`config.mk`:
```
export PLATFORM = sky130hd
export DESIGN_NAME = adder_tree_arbiter
export DESIGN_NICKNAME = d
export VERILOG_FILES = /design/src/rtl/adder_tree_arbiter.sv
export SDC_FILE = /design/constraint.sdc
export NUM_CORES = 1
export LEC_CHECK = 0
export CAP_MARGIN = 10
export CORE_MARGIN = 2
export CORE_UTILIZATION = 57
export CTS_CLUSTER_DIAMETER = 30
export DETAILED_ROUTE_END_ITERATION = 8
export GPL_TIMING_DRIVEN = 0
export MAX_ROUTING_LAYER = met4
export PLACE_DENSITY = 0.89
export SYNTH_ARGS = -nofsm -noshare
export SYNTH_HDL_FRONTEND = slang
export SYNTH_HIERARCHICAL = 1
export SYNTH_SLANG_ARGS = --single-unit
```
`constraint.sdc`:
```
create_clock -name clk -period 3.88 [get_ports clk]
set_clock_uncertainty 0.05 [all_clocks]
set_input_delay 0.388 -clock clk [delete_from_list [all_inputs] [get_ports clk]]
set_output_delay 0.388 -clock clk [all_outputs]
set_load 0.01 [all_outputs]
```
`src/rtl/adder_tree_arbiter.sv`:
```
// Two-requester front end sharing one pipelined adder tree.
// Ports: clk, reset (async, active-high);
//   in0_/in1_valid, in0_/in1_ready, in0_/in1_addends: requester vectors;
//   out_valid, out_ready, out_sum, out_id: result stream.
// Optional macro ADDER_TREE_ARB_SKID_EN adds a 2-entry output FIFO.
// With the FIFO, advance comes from a flop, so out_ready does not reach
// the input ready signals combinationally.

module AdderTreePipelined #(
    parameter int DATA_WIDTH = 5,
    parameter int LENGTH     = 9
) (
    input  logic                                     clk,
    input  logic                                     reset,
    input  logic                                     in_advance,
    input  logic [LENGTH-1:0][DATA_WIDTH-1:0]        in_addends,
    output logic signed [DATA_WIDTH+$clog2(LENGTH)-1:0] out_sum
);
    localparam int LATENCY   = $clog2(LENGTH);
    localparam int OUT_WIDTH = DATA_WIDTH + LATENCY;
    localparam int LEAVES    = 1 << LATENCY;

    // Leaves beyond LENGTH are zero so the tree is a full binary tree.
    logic [LEAVES-1:0][DATA_WIDTH-1:0] padded;
    assign padded = (LEAVES*DATA_WIDTH)'(in_addends);

    for (genvar l = 0; l <= LATENCY; l++) begin : g_lvl
        localparam int N = LEAVES >> l;
        logic signed [OUT_WIDTH-1:0] node [N];
        if (l == 0) begin : g_leaf
            always_comb begin
                for (int i = 0; i < N; i++) begin
                    node[i] = OUT_WIDTH'($signed(padded[i]));
                end
            end
        end else begin : g_add
            always_ff @(posedge clk or posedge reset) begin
                if (reset) begin
                    for (int i = 0; i < N; i++) begin
                        node[i] <= '0;
                    end
                end else if (in_advance) begin
                    for (int i = 0; i < N; i++) begin
                        node[i] <= g_lvl[l-1].node[2*i]
                                 + g_lvl[l-1].node[2*i+1];
                    end
                end
            end
        end
    end

    assign out_sum = g_lvl[LATENCY].node[0];
endmodule

module adder_tree_arbiter #(
    parameter  int DATA_WIDTH = 5,
    parameter  int LENGTH     = 9,
    localparam int LATENCY    = $clog2(LENGTH),
    localparam int OUT_WIDTH  = DATA_WIDTH + LATENCY
) (
    input  logic                              clk,
    input  logic                              reset,
    input  logic                              in0_valid,
    output logic                              in0_ready,
    input  logic [LENGTH-1:0][DATA_WIDTH-1:0] in0_addends,
    input  logic                              in1_valid,
    output logic                              in1_ready,
    input  logic [LENGTH-1:0][DATA_WIDTH-1:0] in1_addends,
    output logic                              out_valid,
    input  logic                              out_ready,
    output logic signed [OUT_WIDTH-1:0]       out_sum,
    output logic                              out_id
);
    logic                              advance;
    logic                              any_valid;
    logic                              both_valid;
    logic                              grant_id;
    logic                              accept;
    logic                              rr;
    logic [LENGTH-1:0][DATA_WIDTH-1:0] tree_in;
    logic signed [OUT_WIDTH-1:0]       tree_sum;
    logic [LATENCY-1:0]                tag_valid;
    logic [LATENCY-1:0]                tag_id;

    assign any_valid  = in0_valid | in1_valid;
    assign both_valid = in0_valid & in1_valid;
    // Sole requester wins; on contention the round-robin pointer decides.
    assign grant_id   = both_valid ? rr : in1_valid;
    assign accept     = advance & any_valid;
    assign in0_ready  = accept & ~grant_id;
    assign in1_ready  = accept & grant_id;
    assign tree_in    = !accept ? '0
                      : (grant_id ? in1_addends : in0_addends);

    AdderTreePipelined #(
        .DATA_WIDTH (DATA_WIDTH),
        .LENGTH     (LENGTH)
    ) u_tree (
        .clk        (clk),
        .reset      (reset),
        .in_advance (advance),
        .in_addends (tree_in),
        .out_sum    (tree_sum)
    );

    // Tags travel alongside the tree data and freeze with it.
    always_ff @(posedge clk or posedge reset) begin
        if (reset) begin
            rr        <= 1'b0;
            tag_valid <= '0;
            tag_id    <= '0;
        end else if (advance) begin
            if (accept && both_valid) begin
                rr <= ~grant_id;
            end
            tag_valid <= (tag_valid << 1) | LATENCY'(accept);
            tag_id    <= (tag_id << 1) | LATENCY'(grant_id);
        end
    end

`ifdef ADDER_TREE_ARB_SKID_EN
    logic                        advance_q;
    logic [1:0]                  fifo_count;
    logic [1:0]                  count_next;
    logic                        rd_ptr;
    logic                        wr_ptr;
    logic                        push;
    logic                        pop;
    logic signed [OUT_WIDTH-1:0] fifo_sum [2];
    logic [1:0]                  fifo_id;

    assign push       = advance & tag_valid[LATENCY-1];
    assign pop        = out_valid & out_ready;
    assign count_next = fifo_count + 2'(push) - 2'(pop);
    // advance_q always equals (fifo_count < 2), so a push never overflows.
    assign advance    = advance_q & ~reset;

    always_ff @(posedge clk or posedge reset) begin
        if (reset) begin
            advance_q   <= 1'b1;
            fifo_count  <= '0;
            rd_ptr      <= 1'b0;
            wr_ptr      <= 1'b0;
            fifo_sum[0] <= '0;
            fifo_sum[1] <= '0;
            fifo_id     <= '0;
        end else begin
            fifo_count <= count_next;
            advance_q  <= (count_next < 2'd2);
            if (push) begin
                fifo_sum[wr_ptr] <= tree_sum;
                fifo_id[wr_ptr]  <= tag_id[LATENCY-1];
                wr_ptr           <= ~wr_ptr;
            end
            if (pop) begin
                rd_ptr <= ~rd_ptr;
            end
        end
    end

    assign out_valid = (fifo_count != 2'd0);
    assign out_sum   = fifo_sum[rd_ptr];
    assign out_id    = fifo_id[rd_ptr];
`else
    // A stalled result blocks the whole pipe, including new accepts.
    assign advance   = ~reset & ~(out_valid & ~out_ready);
    assign out_valid = tag_valid[LATENCY-1];
    assign out_id    = tag_id[LATENCY-1];
    assign out_sum   = tree_sum;
`endif
endmodule

```
Yosys cells after proc, flatten, opt, wreduce, memory -nomap -nowiden

Index checks and enable logic that the tools add are counted.
W data, S select, Z words.

Flip-flop bits (word level): 96
Input port bits: 95
Output and inout port bits: 13
Word-level logic and storage cells: 40

Add/subtract/negate cells: 8
Mux-type cells: 3
Bitwise logic cells: 13
Reduce and logical (&&, ||, !) cells: 2

Operators by type and width:

| kind                | count |
|---|---|
| $mux W45            | 2 |
| $add A9 B9 Y9       | 3 |
| $add A5 B5 Y6       | 4 |
| $add A9 B5 Y9       | 1 |
| $or A4 B1 Y4        | 2 |
| $and A1 B1 Y1       | 6 |
| $not A1 Y1          | 4 |
| $reduce_and A2 Y1   | 1 |
| $logic_and A1 B1 Y1 | 1 |
| $mux W1             | 1 |
| $or A1 B1 Y1        | 1 |

Longest topological paths before layout

Gate-level depths: netlist of run 1.

Word-level depth: 7
Gate-level depth with buffers: 11
Depth with buffers taken out: 9

Modules after synthesis

The synthesis of run 1 kept the hierarchy.

Modules (own cells, without submodules):

| module             | times used | cells an instance | area an instance (sq um) | sequential area each (sq um) |
|---|---|---|---|---|
| AdderTreePipelined | 1          | 398               | 4501.8                   | 1876.8 |
| adder_tree_arbiter | 1          | 87                | 889.6                    | 225.2 |

Worst setup path after synthesis of run 1

No wires, ideal clock.

Path kind: reg2reg
Start: reg tag_valid[3]
End: reg u_tree/g_lvl[1].node[40] (netlist bit)
Setup time: 0.125 ns
Data arrival time: 2.566 ns
Setup slack: 1.139 ns
Stages on the path, launching flop included: 12
Buffers on the path: 2
Cells stage by stage: dfrtp_1 -> nor2b_4 -> and4b_1 -> buf_2 -> buf_2 -> a22o_1 -> ha_1 -> fa_1 -> a21o_1 -> a21oi_1 -> xnor2_1 -> mux2_2

RTL lines:

| item                            | RTL line | text |
|---|---|---|
| from (decl)                     | 82       | `logic [LATENCY-1:0] tag_valid;` |
| from (signal assigned)          | 116      | `tag_valid <= (tag_valid << 1) \| LATENCY'(accept);` |
| to (signal, indexed assignment) | 44       | `node[i] <= g_lvl[l-1].node[2*i]` |
| to (decl)                       | 29       | `logic signed [OUT_WIDTH-1:0] node [N];` |

==> flow_summary.ini, run 1 <==
[run_status]
status = finished, final reports clean

[power]
p_int_mw = 2.91
power.leakage_nw = 3.20
power_density_nw_per_um2 = 719
p_clk_share_pct = 12.2
ir_worst_vdd_mv = 0.277
p_sw_mw = 1.97
p_seq_share_pct = 32.6
comb_power_share_pct = 55.2
swShare_pct = 40.4

[synthesis]
ys_ff_latch = 84
yosys_warnings = 6
ys_seq_area_share_pct = 39.0
yosysMostFrequentCell = dfrtp_1
async_reset_ff_share_pct = 100
syn_inst = 485
syn_nets = 636
yosys.area.top_type = dfrtp_1
synth_area_sq_um = 5390
syn-mean-instance-area_sq_um = 11.1
synthFlopType = dfrtp_1
synth_commonest_cells = dfrtp_1, mux2_2, ha_1
synth_edf_count = 0
yosysUniqueCellTypes = 43
yosysTopAreaCellShare_pct = 39.0
yosys-top-cells-area = dfrtp_1, mux2_2, ha_1, a22o_1, xnor2_1

[placed_design]
routabilityCongestion = 0.908
numPortBuffers = 107
hpwl_mm = 9.94
placed_area_sq_um = 6600

[cts]
htreeDepth = 3
numClockSinks = 84
root_buffer = clkbuf_8
clk_pin_slew_ns = 0.08
cts_hold_buf = 0
cts_buffers = 9
cts_resized = 0
cts_setup_buffers = 0
cts_tree = built
clk_latency_ns = 0.36
cts_buffer_depth = 2

[grt]
grt-ovfl-total = 0
grt_antenna_before_repair = 0
grt_util_all_layers_pct = 27.9
first_global_vias = 4651
grt_first_pass_wirelength_mm = 21.7
grt_max_degree = 76

[worst_setup_path]
path_class = in -> reg
cp_data_required_time_ns = 4.07
crit_fanout = 10
cp_data_arrival_time_ns = 3.65
reg2regPathDepth = 11
critPathMostFrequentCell = buf_2
crit_path_start_kind = input port
max_stage_delay_ns = 0.64
end_kind = flip-flop
crit_path_end = u_tree/g_lvl[1].node[40]
regToRegEndpoint = u_tree/g_lvl[1].node[40]
path_cells = clkdlybuf4s50_1, inv_1, and4b_1, buf_2, buf_2, a22o_1, ha_1, fa_1, a21o_1, a21oi_1, xnor2_1, mux2_2
crit_start = reset
r2r_slack_ns = 0.82
rr_startpoint = tag_valid[3]
critPathSlowestCell = clkdlybuf4s50_1

[sta]
fin_crit_ns = 3.45
period_share_pct = 89.0
hold_ws_ns = 0.449
grt_setup_unrepaired = no
slew_headroom_pct = 38.1
setup-violations-final = 0
finalHoldViolCount = 0
worst_pin_slew_ns = 0.924
fmax_ghz = 0.289
tns_ns = 0
drv_slew = 0

[floorplanning]
ios = 108
core.rowCount = 35
fp.dieH_um = 101
core_area_sq_um = 9200
initial_utilization_pct = 58.6
die-area_sq_um = 10300
die_w_um = 101

[layout]
drive_gt1_share_pct = 15.0
fin_area_sq_um = 6790
antenna_cells = 0
fill_cells = 624
area_delta_synth_final_pct = 26.0
fin_nets = 754

[detailed_routing]
vias = 4390
via_per_inst = 6.11
drc = 0
routed_wl_mm = 13.1
ant_nets = 0
dr.pass1.iters = 4
wl_per_cell_um = 18.2
drt-initial-drc-count = 266

[hold_path]
holdCritPathClass = reg -> reg
hp-start = u_tree/out_sum[8]

[job]
maxCapViolCount = 0
[power groups by stage]
stage / Sequential, mW / Clock [mW] / Combinational [mW]
floorplan: 1.52 / 0 / 1.93
global placement: 1.57 / 0 / 2.48
detailed placement: 1.60 / 0 / 2.63
CTS: 1.58 / 0.595 / 2.67
global route: 1.64 / 0.635 / 2.96
finish: 1.59 / 0.596 / 2.70
[worst max-delay path: cells and delay by family]
family | cells | cell delay (ns)
buffers and inverters | 4 | 1.33
adder cells (fa/ha/maj) | 2 | 0.67
AO/OA/AOI/OAI | 3 | 0.63
AND/OR/NAND/NOR | 1 | 0.26
multiplexers | 1 | 0.26
XOR/XNOR | 1 | 0.11
[cell usage in the layout, fill, tap and decap left out, types with 3 or more instances in the layout]
| cell type | synthesis | routed |
|---|---|---|
| a2111o_1 | 4 | 4 |
| a211o_1 | 6 | 6 |
| a211oi_1 | 3 | 3 |
| a21o_1 | 20 | 20 |
| a21oi_1 | 33 | 33 |
| a22o_1 | 44 | 44 |
| a31oi_1 | 10 | 10 |
| buf_2 | 11 | 11 |
| buf_6 | 4 | 4 |
| clkbuf_1 | 7 | 8 |
| clkbuf_8 | 0 | 11 |
| clkdlybuf4s50_1 | 0 | 107 |
| dfrtp_1 | 84 | 84 |
| fa_1 | 8 | 8 |
| ha_1 | 48 | 48 |
| inv_1 | 13 | 12 |
| mux2_2 | 54 | 54 |
| nand2_1 | 17 | 17 |
| nand2b_1 | 4 | 4 |
| nand3_1 | 4 | 4 |
| nand4_1 | 3 | 3 |
| nor2_1 | 29 | 29 |
| nor3_1 | 5 | 5 |
| o211ai_1 | 8 | 8 |
| o21ai_0 | 4 | 4 |
| o21ai_1 | 5 | 5 |
| o311ai_1 | 4 | 4 |
| xnor2_1 | 22 | 22 |
| xor2_1 | 6 | 6 |
[layout make-up]
type | count | area, sq um | area share [%]
tap | 111 | 139 | 2.04
timing repair buffer | 107 | 1070 | 15.8
inverter | 14 | 55.1 | 0.811
sequential | 84 | 2100 | 31.0
multi-input combinational | 365 | 3110 | 45.8
clock inverter | 4 | 32.5 | 0.479
buffer | 22 | 126 | 1.86
clock buffer | 12 | 155 | 2.28
[cells by family (layout without fill, tap and decap cells)]
family          count (synthesis)  in the layout  share of synthesized area, %
fa+ha+maj                      56             56                          14.1
buf+inv                        36            159                          3.32
compound gates                151            151                          20.5
mux                            54             54                          11.3
simple gates                   76             76                          7.22
xor+xnor                       28             28                          4.55
flops                          84             84                          39.0
[flip-flops by register name, summed over array words and instances (netlist names)]
register           count
tag_id                 4
rr                     1
u_tree/out_sum         9
u_tree/g_lvl.node     66
tag_valid              4
[per-stage QoR]
stage / util [%] / total power [mW] / instances / setup slack [ns]
6_report: 73.9 / 4.89 / 719 / 0.425
2_1_floorplan: - / 3.46 / 485 / 1.14
4_1_cts: 73.9 / 4.85 / 719 / 0.423
3_3_place_gp: 71.8 / 4.05 / 703 / 0.219
5_1_grt: 73.9 / 5.24 / 719 / 0.237
3_5_place_dp: 71.8 / 4.23 / 703 / 0.0642
[routing by layer]
metal / part of all wire [%] / global-route usage [%] / up-vias
li1: - / - / 2058
met1: 40 / 32.5 / 2143
met2: 52 / 48.9 / 153
met3: 4.5 / 3.11 / 36
met4: 2.9 / 12.2 / 0
met5: 0 / - / -
[worst min-delay path by stage]
stage / endpoint / slack, ns / depth (start not counted)
final: u_tree/out_sum[8] / 0.45 / 1
after global placement: tag_id[0] / 0.41 / 1
after CTS: u_tree/out_sum[8] / 0.45 / 1
after floorplan: rr / 0.17 / 1
after detailed placement: tag_id[0] / 0.43 / 1
after global routing: tag_id[0] / 0.47 / 1
No activity file was read; power rests on OpenSTA's default activity.
==> run 2, diff against run 1 <==
Settings changed: REMOVE_ABC_BUFFERS from default to 1.
==> run 2 against run 1 <==
  * Global-route usage down 3.4 points
  * Register-to-register slack worse by 0.02 ns
  * Die area unchanged
  * Largest cell class unchanged
  * Non-clock buffer count down 18
  * Cell area up 0.11%
  * Critical path depth down 1
  * Critical endpoint is now u_tree/g_lvl[1].node[67]
  * Sequential power about the same
  * Largest power group unchanged
  * Via count down 4.0%
==> flow_summary.ini, run 2 (same netlist as run 1, synthesis figures left out) <==
[worst_setup_path]
crit_start = reset
cp_data_arrival_time_ns = 3.71
cp_data_required_time_ns = 4.06
end_kind = flip-flop
crit_path_start_kind = input port
path_class = in -> reg
crit_fanout = 32
rr_startpoint = tag_valid[3]

[floorplanning]
ios = 108
die-area_sq_um = 10300
core.rowCount = 35
initial_utilization_pct = 58.6
fp.dieH_um = 101
core_area_sq_um = 9200
die_w_um = 101

[grt]
grt_use_met2_pct = 45.8
first_global_vias = 4398
grt_util_all_layers_pct = 24.6
use_met1_pct = 26.6
top_usage_layer = met2
grt_antenna_before_repair = 0
grt_first_pass_wirelength_mm = 19.5
gr-usage-met3_pct = 3.11
grt_max_degree = 76
grt-ovfl-total = 0

[hold_path]
hp-start = tag_id[0]
holdCritPathClass = reg -> reg

[detailed_routing]
drt-initial-drc-count = 217
vias = 4214
drc = 0
ant_nets = 0
dr.pass1.iters = 4
wl_per_cell_um = 16.4
routed_wl_mm = 11.5
via_per_inst = 6.01

[power]
power.leakage_nw = 3.19
power_density_nw_per_um2 = 734
ir_worst_vdd_mv = 0.286

[sta]
setup-violations-final = 0
setup_ws_ns = 0.350
slew_headroom_pct = 40.1
fin_crit_ns = 3.53
fmax_ghz = 0.283
drv_slew = 0
finalHoldViolCount = 0
grt_setup_unrepaired = no
period_share_pct = 91.0
worst_pin_slew_ns = 0.898

[cts]
cts_buffers = 9
numClockSinks = 84
root_buffer = clkbuf_8
clk_latency_ns = 0.34
cts_setup_buffers = 0
clk_pin_slew_ns = 0.08
cts_resized = 0
cts_tree = built
cts_buffer_depth = 2
htreeDepth = 3
cts_hold_buf = 0

[placed_design]
numPortBuffers = 107
placed_area_sq_um = 6550
routabilityCongestion = 0.928
hpwl_mm = 8.49
dp_slack_ns = 0.0189

[layout]
fin_area_sq_um = 6800
fill_cells = 612
top_register = u_tree/g_lvl.node
final_core_utilization_pct = 73.9
area_delta_synth_final_pct = 26.1
final_cell_mix = clkdlybuf4s50_1, dfrtp_1, mux2_2
fin_nets = 736
largest_reg_flops = 66
drive_gt1_share_pct = 13.7
antenna_cells = 0
mostFrequentLayoutCell = clkdlybuf4s50_1

[run_status]
status = finished, final reports clean

[job]
maxCapViolCount = 0
run 2: cell types whose count changed in the layout (fill, tap and decap cells not counted), sizes merged:
cell / before / now
buf: 15 / 4
inv: 15 / 14
clkbuf: 19 / 12
clkinvlp: 2 / 0
bufinv: 0 / 3
run 2: area by class of cell:
type / instances / area, sq um / share of cell area (%)
clock buffer: 12 / 155 / 2.28
clock inverter: 4 / 95.1 / 1.40
inverter: 14 / 57.6 / 0.847
multi-input combinational: 365 / 3110 / 45.7
sequential: 84 / 2100 / 30.9
tap: 111 / 139 / 2.04
timing repair buffer: 111 / 1140 / 16.8
run 2: metal layers:
metal	part of all wire [%]	up-vias	routed length (um)
met1	41	2034	4670
li1	-	2022	-
met3	4.3	21	491
met2	53	137	6150
met5	0	-	0
met4	1.7	0	193
run 2: path summary, 6_finish.rpt:
check                      slack, ns                  endpoint  cells after the start
min in group asynchronous       0.53              tag_valid[3]                      2
max reg2reg                     0.80  u_tree/g_lvl[1].node[67]                     10
max                             0.35  u_tree/g_lvl[1].node[67]                     11
min                             0.45                 tag_id[0]                      1
max in group asynchronous       2.46   u_tree/g_lvl[3].node[1]                      2
min reg2reg                     0.45                 tag_id[0]                      1
run 2: power breakdown:
group          switching (mW)  leakage, nW  internal, mW  total [mW]
combinational            1.31         2.03          1.35        2.66
sequential              0.284         1.03          1.29        1.57
clock                   0.297        0.127         0.462       0.760
run 2: critical path, cell delays in order:
cell	delay, ns
clkdlybuf4s50_1	0.67
inv_1	0.28
and4b_1	0.47
buf_8	0.26
a22o_1	0.25
ha_1	0.23
fa_1	0.41
a21o_1	0.19
a21oi_1	0.19
xnor2_1	0.10
mux2_2	0.26
run 2: stage by stage:
step / setup TNS (ns) / hold WS [ns] / std cells / total power, mW
2_1_floorplan: 0 / 0.171 / 463 / 3.44
3_3_place_gp: -30.04 / 0.411 / 681 / 3.97
3_5_place_dp: 0 / 0.438 / 685 / 4.16
4_1_cts: 0 / 0.457 / 701 / 4.98
5_1_grt: 0 / 0.468 / 701 / 5.36
6_report: 0 / 0.447 / 701 / 4.99
